--- src/rtl/branch_resolve_sequencer.sv ---
// In-order retirement controller for speculative branch tags: records dispatched tags,
// accepts out-of-order resolutions, retires oldest-first. Optional sticky err via SEQ_CHECK_EN.
module branch_resolve_sequencer #(
  parameter int TAG_W       = 5,
  parameter int DEPTH       = 4,
  parameter int RECOVER_LAT = 2
) (
  input  logic                       clk,
  input  logic                       reset,
  input  logic                       alloc1,
  input  logic                       alloc2,
  input  logic [TAG_W-1:0]           alloc_tag1,
  input  logic [TAG_W-1:0]           alloc_tag2,
  input  logic                       res_valid,
  input  logic [TAG_W-1:0]           res_tag,
  input  logic                       res_miss,
  output logic                       alloc_ok,
  output logic                       stall,
  output logic                       prsuccess,
  output logic                       prmiss,
  output logic [TAG_W-1:0]           head_tag,
  output logic [TAG_W-1:0]           tagregfix,
  output logic [TAG_W-1:0]           kill_mask,
  output logic [$clog2(DEPTH+1)-1:0] count
`ifdef SEQ_CHECK_EN
  ,
  output logic                       err
`endif
);

  localparam int PTR_W = (DEPTH > 1) ? $clog2(DEPTH) : 1;
  localparam int CNT_W = $clog2(DEPTH + 1);
  localparam int RC_W  = (RECOVER_LAT > 1) ? $clog2(RECOVER_LAT) : 1;

  typedef enum logic {NORMAL, RECOVER} state_t;

  state_t           state_q, state_d;
  logic [RC_W-1:0]  rcnt_q;
  logic [TAG_W-1:0] tag_q [DEPTH];
  logic [DEPTH-1:0] done_q, miss_q;
  logic [PTR_W-1:0] head_q, tail_q;
  logic [CNT_W-1:0] count_q;

  logic             normal, head_done, pop_hit, pop_miss, admit, do_alloc;
  logic [DEPTH-1:0] ent_valid, res_hit;
  logic [TAG_W-1:0] kill_all;
  logic [PTR_W-1:0] slot2;
  int               n_alloc;

  function automatic logic [PTR_W-1:0] ptr_add(input logic [PTR_W-1:0] p, input int inc);
    int s;
    s = int'(p) + inc;
    if (s >= DEPTH) s = s - DEPTH;
    return PTR_W'(s);
  endfunction

  // Restore value for the tag generator: step the one-hot ring back by one position.
  function automatic logic [TAG_W-1:0] rot_right(input logic [TAG_W-1:0] t);
    return {t[0], t[TAG_W-1:1]};
  endfunction

  always_comb begin
    normal    = (state_q == NORMAL);
    ent_valid = '0;
    kill_all  = '0;
    for (int i = 0; i < DEPTH; i++) begin
      ent_valid[i] = ((i - int'(head_q) + DEPTH) % DEPTH) < int'(count_q);
      if (ent_valid[i]) kill_all = kill_all | tag_q[i];
    end
    head_done = (count_q != '0) && done_q[head_q];
    pop_hit   = normal && head_done && !miss_q[head_q];
    pop_miss  = normal && head_done && miss_q[head_q];
    // A retiring head frees its slot in the same cycle, so it counts toward admission.
    admit     = (int'(count_q) - int'(head_done) + int'(alloc1) + int'(alloc2)) <= DEPTH;
    alloc_ok  = normal && admit;
    do_alloc  = alloc_ok && !pop_miss && (alloc1 || alloc2);
    n_alloc   = int'(alloc1) + int'(alloc2);
    slot2     = alloc1 ? ptr_add(tail_q, 1) : tail_q;
    res_hit   = '0;
    for (int i = 0; i < DEPTH; i++) begin
      res_hit[i] = normal && !pop_miss && res_valid && ent_valid[i] && !done_q[i]
                   && (tag_q[i] == res_tag);
    end
    stall     = !normal;
    prsuccess = pop_hit;
    prmiss    = pop_miss;
    head_tag  = (pop_hit || pop_miss) ? tag_q[head_q] : '0;
    tagregfix = pop_miss ? rot_right(tag_q[head_q]) : '0;
    kill_mask = pop_miss ? kill_all : '0;
    count     = count_q;
  end

  always_comb begin
    state_d = state_q;
    unique case (state_q)
      NORMAL:  if (pop_miss) state_d = RECOVER;
      RECOVER: if (rcnt_q == RC_W'(RECOVER_LAT - 1)) state_d = NORMAL;
      default: state_d = NORMAL;
    endcase
  end

  always_ff @(posedge clk) begin
    if (reset) begin
      state_q <= NORMAL;
      rcnt_q  <= '0;
    end else begin
      state_q <= state_d;
      rcnt_q  <= normal ? '0 : rcnt_q + RC_W'(1);
    end
  end

  // Queue control: a mispredicted head flushes everything and discards same-cycle traffic.
  always_ff @(posedge clk) begin
    if (reset) begin
      head_q  <= '0;
      tail_q  <= '0;
      count_q <= '0;
      done_q  <= '0;
      miss_q  <= '0;
    end else if (pop_miss) begin
      head_q  <= tail_q;
      count_q <= '0;
    end else begin
      if (pop_hit) head_q <= ptr_add(head_q, 1);
      if (do_alloc) tail_q <= ptr_add(tail_q, n_alloc);
      count_q <= CNT_W'(int'(count_q) - int'(pop_hit) + (do_alloc ? n_alloc : 0));
      for (int i = 0; i < DEPTH; i++) begin
        if (res_hit[i]) begin
          done_q[i] <= 1'b1;
          miss_q[i] <= res_miss;
        end
      end
      if (do_alloc && alloc1) begin
        done_q[tail_q] <= 1'b0;
        miss_q[tail_q] <= 1'b0;
      end
      if (do_alloc && alloc2) begin
        done_q[slot2] <= 1'b0;
        miss_q[slot2] <= 1'b0;
      end
    end
  end

  always_ff @(posedge clk) begin
    if (do_alloc && alloc1) tag_q[tail_q] <= alloc_tag1;
    if (do_alloc && alloc2) tag_q[slot2]  <= alloc_tag2;
  end

`ifdef SEQ_CHECK_EN
  logic any_match, dbl_res, err_evt;

  function automatic logic is_onehot(input logic [TAG_W-1:0] t);
    return (t != '0) && ((t & (t - 1'b1)) == '0);
  endfunction

  always_comb begin
    any_match = 1'b0;
    dbl_res   = 1'b0;
    for (int i = 0; i < DEPTH; i++) begin
      if (ent_valid[i] && (tag_q[i] == res_tag)) begin
        any_match = 1'b1;
        if (done_q[i]) dbl_res = 1'b1;
      end
    end
    err_evt = normal && !pop_miss &&
              ((res_valid && (!any_match || dbl_res)) ||
               ((alloc1 || alloc2) && !admit) ||
               (alloc1 && !is_onehot(alloc_tag1)) ||
               (alloc2 && !is_onehot(alloc_tag2)));
  end

  always_ff @(posedge clk) begin
    if (reset) err <= 1'b0;
    else if (err_evt) err <= 1'b1;
  end
`endif

endmodule

--- config.mk ---
export PLATFORM = sky130hd
export DESIGN_NAME = branch_resolve_sequencer
export DESIGN_NICKNAME = d
export VERILOG_FILES = /design/src/rtl/branch_resolve_sequencer.sv
export SDC_FILE = /design/constraint.sdc
export NUM_CORES = 1
export LEC_CHECK = 0
export ABC_AREA = 1
export ABC_CLOCK_PERIOD_IN_PS = 8170
export CORE_UTILIZATION = 59
export CTS_CLUSTER_DIAMETER = 50
export DETAILED_ROUTE_END_ITERATION = 16
export GPL_TIMING_DRIVEN = 0
export HOLD_SLACK_MARGIN = 0.15
export PLACE_DENSITY_LB_ADDON = 0.1
export SLEW_MARGIN = 10
export SYNTH_ARGS = -nofsm -noshare
export SYNTH_HDL_FRONTEND = slang
export SYNTH_SLANG_ARGS = --single-unit
--- constraint.sdc ---
create_clock -name clk -period 8.17 [get_ports clk]
set_input_delay 1.2255 -clock clk [delete_from_list [all_inputs] [get_ports clk]]
set_output_delay 1.2255 -clock clk [all_outputs]
set_load 0.05 [all_outputs]
==> impl_metrics.csv <==
group,metric,value,unit
place,placed_cell_area,3480,um2
yosys,synthTopCellsByArea,"edfxtp_1 (20%), nand2_1 (15%), dfxtp_1 (13%)",
critical_path,cp-end-kind,"output port",
clock_tree,clock-sinks,39,
place,hpwl,5.65,mm
yosys,yosysTopAreaCellShare,0.202,
clock_tree,h-tree-depth,2,
global_route,grt_overflow,0,
clock_tree,cts_root_buf,"clkbuf_8",
clock_tree,cts_buffer_depth,2,
floorplan,die-area,5340,um2
drt,drc,0,
global_route,grt_max_degree,14,
clock_tree,numCtsBuffers,5,
drt,post_drt_via_cell_ratio,5.45,
drt,ant_nets,0,
critical_path,crit_top_cell,"inv_1",
run,drv_cap,0,
yosys,synth_compound_area_frac,0.141,
timing,rsz0062_at_grt,"false",
critical_path,worst-path-buf-inv,6,
power,p_leak,1.67,nW
floorplan,die_w,73.1,um
timing,period_share,0.680,
place,numPortBuffers,42,
critical_path,cpPeakStageDelay,0.86,ns
timing,finalSetupViolations,0,
critical_path,crit_required,6.94,ns
timing,fmax,180,MHz
yosys,yosys.area_share.simple,0.311,
timing,drv_slew,0,
yosys,yosys.area.top_type,"edfxtp_1",
timing,tns,0,ns
drt,top_layer_used,"met4",
critical_path,crit_family,"buffers and inverters",
global_route,grt_pass1_vias,2543,
clock_tree,cts_resized,0,
yosys,syn_avg_cell_area,6.90,um2
global_route,antenna_found_initial,0,
drt,wl_met2,3.37,mm
yosys,synth_edf_count,20,
timing,period_minus_slack,5.56,ns
yosys,yosysMostFrequentCell,"nand2_1",
drt,drt_wl_total,7.23,mm
drt,drt-initial-drc-count,265,
cells_and_area,final_cell_area,3600,um2
drt,first_pass_iters,5,
outcome,status,"completed",
place,pre_cts_ws,2.62,ns
critical_path,worstPathMaxFanout,10,
timing,hold_viol,0,
floorplan,rows,25,
cells_and_area,num-fill-cells,382,
timing,slew_headroom,0.666,
drt,wl_met3,551,um
yosys,synth_cell_types,31,
power,total_power,794,uW
critical_path,crit_slowest_cell,"clkdlybuf4s50_1",
clock_tree,cts_hold_buffers,0,
hold_path,hold_class,"flip-flop to flip-flop",
power,power_density,221,nW/um2
cells_and_area,diodes,0,
cells_and_area,synthToLayoutAreaGrowth,20.7,%
cells_and_area,drive_gt1_frac,0.0685,
drt,post_drt_wl_per_cell,13.2,um
yosys,synth-xor-area-share,0.0235,
yosys,synth-main-ff-cell,"edfxtp_1",
timing,worst_slew_pin_slew,0.500,ns
yosys,synth_common_cells,"nand2_1 (117), inv_1 (67), nor2_1 (62), edfxtp_1 (20), dfxtp_1 (19)",
clock_tree,path_clk_slew,0.08,ns
critical_path,arrival,4.33,ns
drt,vias,2992,
yosys,syn_area,2980,um2
drt,wl_met1,3.25,mm
floorplan,die_height,73.1,um
global_route,grt_use_total,0.284,
timing,worst_slack,2.61,ns
power,vdd_drop_max,176,uV
yosys,synthCells,432,
timing,fin_skew,0.00476,ns
floorplan,io_pins,43,
global_route,grt_pass1_wl,11.6,mm
clock_tree,cts_tree,"done",
yosys,ys_async_sr_fraction,0,
yosys,synth_top_family_by_area,"simple AND/OR/NAND/NOR gates",
yosys,synth_mux_area_frac,0,
critical_path,criticalPathCategory,"primary input to output port",
yosys,yosysSeqAreaShare,0.329,
yosys,yosys_warnings,0,
critical_path,cp-start-kind,"primary input",
clock_tree,clk_latency,0.29,ns
cells_and_area,nets,521,
floorplan,core_area,4790,um2
yosys,ys_seq_elements,39,
place,place_congestion,0.905,
critical_path,crit_path_cell_trace,"clkdlybuf4s50_1 > clkbuf_1 > inv_1 > fa_1 > inv_1 > ha_1 > inv_1 > nand2_1 > nand3_1 > nand2_1 > a21oi_4 > clkdlybuf4s50_1",
clock_tree,cts_setup_buffers,0,
floorplan,initial_core_util,0.623,
yosys,synth-adder-area-share,0.0848,
yosys,synth_fp_nets,472,
==> cell families (layout without fill, tap and decap cells) <==
kind of cell    count (synthesis)  after routing
fa+ha+maj                      19             19
simple gates                  218            218
buf+inv                        78            128
flops                          39             39
compound gates                 70             70
xor+xnor                        8              8
==> per-stage QoR <==
step                instances   util  hold WS (ns)
global placement          541  0.728         0.448
global route              549  0.752         0.481
floorplan                 432      -         0.434
detailed placement        541  0.728         0.452
CTS                       549  0.752         0.463
finish                    549  0.752         0.464
==> per-layer routing <==
layer	vias up	global-route usage
li1	1494	-
met1	1339	0.392
met2	148	0.462
met3	11	0.0539
met4	0	0.0610
met5	-	0
==> report_power, final <==
part	switching, mW	leakage (nW)	internal (mW)
logic	0.231	1.28	0.125
clock network	0.0728	0.0543	0.0907
registers	0.0289	0.339	0.246
==> worst reg2reg max path: stages (launching register included) <==
cell      delay (ns)
dfxtp_1         0.49
nor2_1          0.14
nand2_1         0.17
a21boi_0        0.23
ha_1            0.28
fa_1            0.37
inv_1           0.09
ha_1            0.23
inv_1           0.05
nand2_1         0.06
nand3_1         0.08
nand2_1         0.09
a21oi_4         0.31
nand2_1         0.17
inv_1           0.10
nand2_1         0.09
ha_1            0.28
inv_1           0.06
ha_1            0.13
inv_1           0.06
fa_1            0.39
xnor2_1         0.18
xor2_1          0.16
nor2_1          0.06
==> cell usage in the layout, fill, tap and decap left out, types with 2 or more instances in the layout <==
cell type,count
nand3_1,18
nor2_4,2
o21ai_2,10
edfxtp_1,20
buf_6,4
clkbuf_8,5
inv_1,67
o21ai_1,16
xor2_1,3
nand2_1,117
xnor2_1,5
nand4_1,12
clkbuf_1,5
a21oi_1,13
nor2_1,62
ha_1,17
clkdlybuf4s50_1,42
o22ai_1,11
o21ai_0,16
nand4_2,2
dfxtp_1,19
fa_1,2
==> sequential cells by signal, summed over array words and instances, names as in the netlist, named ones only <==
register / cells
tail_q: 2
tag_q: 20
count: 3
rcnt_q: 1
head_q: 2
done_q: 4
miss_q: 4
stall: 1
==> path summary, 6_finish.rpt <==
path	startpoint	cells after the start	endpoint	slack, ns
worst min-delay path	miss_q[3]	2	miss_q[3]	0.46
worst min register to register	miss_q[3]	2	miss_q[3]	0.46
worst max-delay path	alloc1	12	alloc_ok	2.61
worst max register to register	count[2]	23	count[2]	3.83
==> cell type report <==
cell class                      count  area [um2]  share of cell area
Sequential cell                    39         981               0.273
Timing Repair Buffer               42         420               0.117
Buffer                             10        71.3              0.0198
Clock inverter                      3        43.8              0.0122
Tap cell                           67        83.8              0.0233
Clock buffer                        5        68.8              0.0191
Multi-Input combinational cell    315        1670               0.464
Inverter                           68         258              0.0717
Note: power is estimated with default switching activity, not from simulation.
==> RTL change: new RTL, config.mk and constraints unchanged <==
Build with the macro `SEQ_CHECK_EN` defined.
--- a/src/rtl/branch_resolve_sequencer.sv
+++ b/src/rtl/branch_resolve_sequencer.sv
@@ -2,2 +2,4 @@
 // accepts out-of-order resolutions, retires oldest-first. Optional sticky err via SEQ_CHECK_EN.
+`define SEQ_CHECK_EN
+
 module branch_resolve_sequencer #(
Behaviour (old outputs only; new: err): unchanged (equiv_simple and equiv_induct, registers matched by name and starting in step).
==> RTL change against the unedited design <==
  * Sequential cell count up 1
  * Sequential power up 3%
  * Count of clock-buffer cells in the layout is the same
  * Synthesized area increased by 6.8%
  * Wire length increased by 7.1%
  * Hold slack improved by 0.069 ns
  * Cell area rose by 5.9%
  * Setup slack lost 0.14 ns
  * Power is 2.6% higher
  * Critical path type unchanged
  * Critical endpoint unchanged
  * Highest routed layer unchanged
==> RTL change: results (changes against the unedited design) <==
Pin count of the biggest net entering global routing: 13 (-1)
WL/cell: 13.2 um (+0.15%)
Net Count, Synth: 506 (+7.2%)
Min Hold Slack: 0.533 ns (+0.0694 ns)
Yosys warnings: 0 (unchanged)
R2R depth: 26 (+13%)
Async S/R FF share, synth: 0% (unchanged)
I/O Buffers: 43 (+2.4%)
Crit path max-delay family: buffers and inverters
Placed Area: 3700 um^2 (+6.2%)
Commonest cells in the netlist: nand2_1, inv_1, nor2_1, nand3_1
Met3 GRT Util: 4.89% (-0.49 points)
GR Layer Usage met2: 46.9% (+0.73 points)
Placed Cells: 579 (+7.0%)
Max IR drop VDD: 0.133 mV (-24%)
Leak: 1.76 nW (+5.4%)
Crit path from: alloc1
Xor/xnor cell area share of the yosys netlist: 3.85% (+1.5 points)
Layout cells sized above 1: 5.80% (-1.0 points)
First-pass GRT wire length: 12800 um (+11%)
TritonCTS buffer count: 5 (unchanged)
Crit Path Max Fanout: 9 (-1)
Top cells by area, synth: edfxtp_1, nand2_1, dfxtp_1
Compound-Gate Fraction of Synth Area: 12.2% (-1.9 points)
Fill count: 451 (+18%)
Met1 Usage GRT: 42.4% (+3.1 points)
Final GP Congestion: 0.942 (+4.1%)
Initial drt markers: 333 (+26%)
Met1 wire length: 3570 um (+9.9%)
Mux cell area share after synthesis: 0% (unchanged)
CP arrival: 4.47 ns (+0.14 ns)
Syn_area_per_cell: 6.83 um^2 (-0.95%)
Met3 WL: 510 um (-7.4%)
Distinct cells, synth: 37 (+19%)
Total track usage: 29.7% (+1.3 points)
Met2 wire length: 3570 um (+5.9%)
Nets: 556 (+6.7%)
FF-to-FF setup slack: 3.77 ns (-0.06 ns)
Via Count: 3128 (+4.5%)
Status: completed
Hold EP: rcnt_q
Root Buffer: clkbuf_8
Pin slew with the least headroom to its limit: 0.499 ns (-0.000280 ns)
Clk_skew: 0.0109 ns (+0.00613 ns)
Min-delay src: rcnt_q
Total wire length: 7740 um (+7.1%)
Detailed Place HPWL: 6310 um (+12%)
Period utilization: 69.7% (+1.7 points)
Vias in the first global route: 2771 (+9.0%)
Htree depth: 2 (unchanged)
Crit path capture: alloc_ok
Initial DRT Pass Iterations: 5 (unchanged)
Seq/Total Area, Yosys: 31.4% (-1.5 points)
Crit Reg-Reg Startpoint: head_q[1]
Adder-cell area share of the yosys netlist: 7.94% (-0.54 points)
RTL change: cell types whose count changed in the layout (fill, tap and decap cells not counted), moves of 8 or more:
cell     delta
nand3_1    +15
nand2_1    +16
o22ai_1     -9
inv_1       -8
o21ai_2     -8
RTL change: cell type report:
| type | instances | area, um^2 | area share [%] |
|---|---|---|---|
| Multi-Input combinational cell | 351 | 1870 | 49.0 |
| Timing Repair Buffer | 43 | 430 | 11.3 |
| Inverter | 63 | 239 | 6.27 |
| Clock inverter | 3 | 37.5 | 0.986 |
| Sequential cell | 40 | 1000 | 26.3 |
| Clock buffer | 5 | 68.8 | 1.81 |
| Tap cell | 70 | 87.6 | 2.30 |
| Buffer | 12 | 76.3 | 2.00 |
RTL change: power breakdown:
| group | internal [W] | switching [W] | total, W | leakage (nW) |
|---|---|---|---|---|
| Combinational | 0.000134 | 0.000242 | 0.000376 | 1.36 |
| Sequential | 0.000251 | 0.0000317 | 0.000283 | 0.347 |
| Clock | 0.0000889 | 0.0000674 | 0.000156 | 0.0532 |
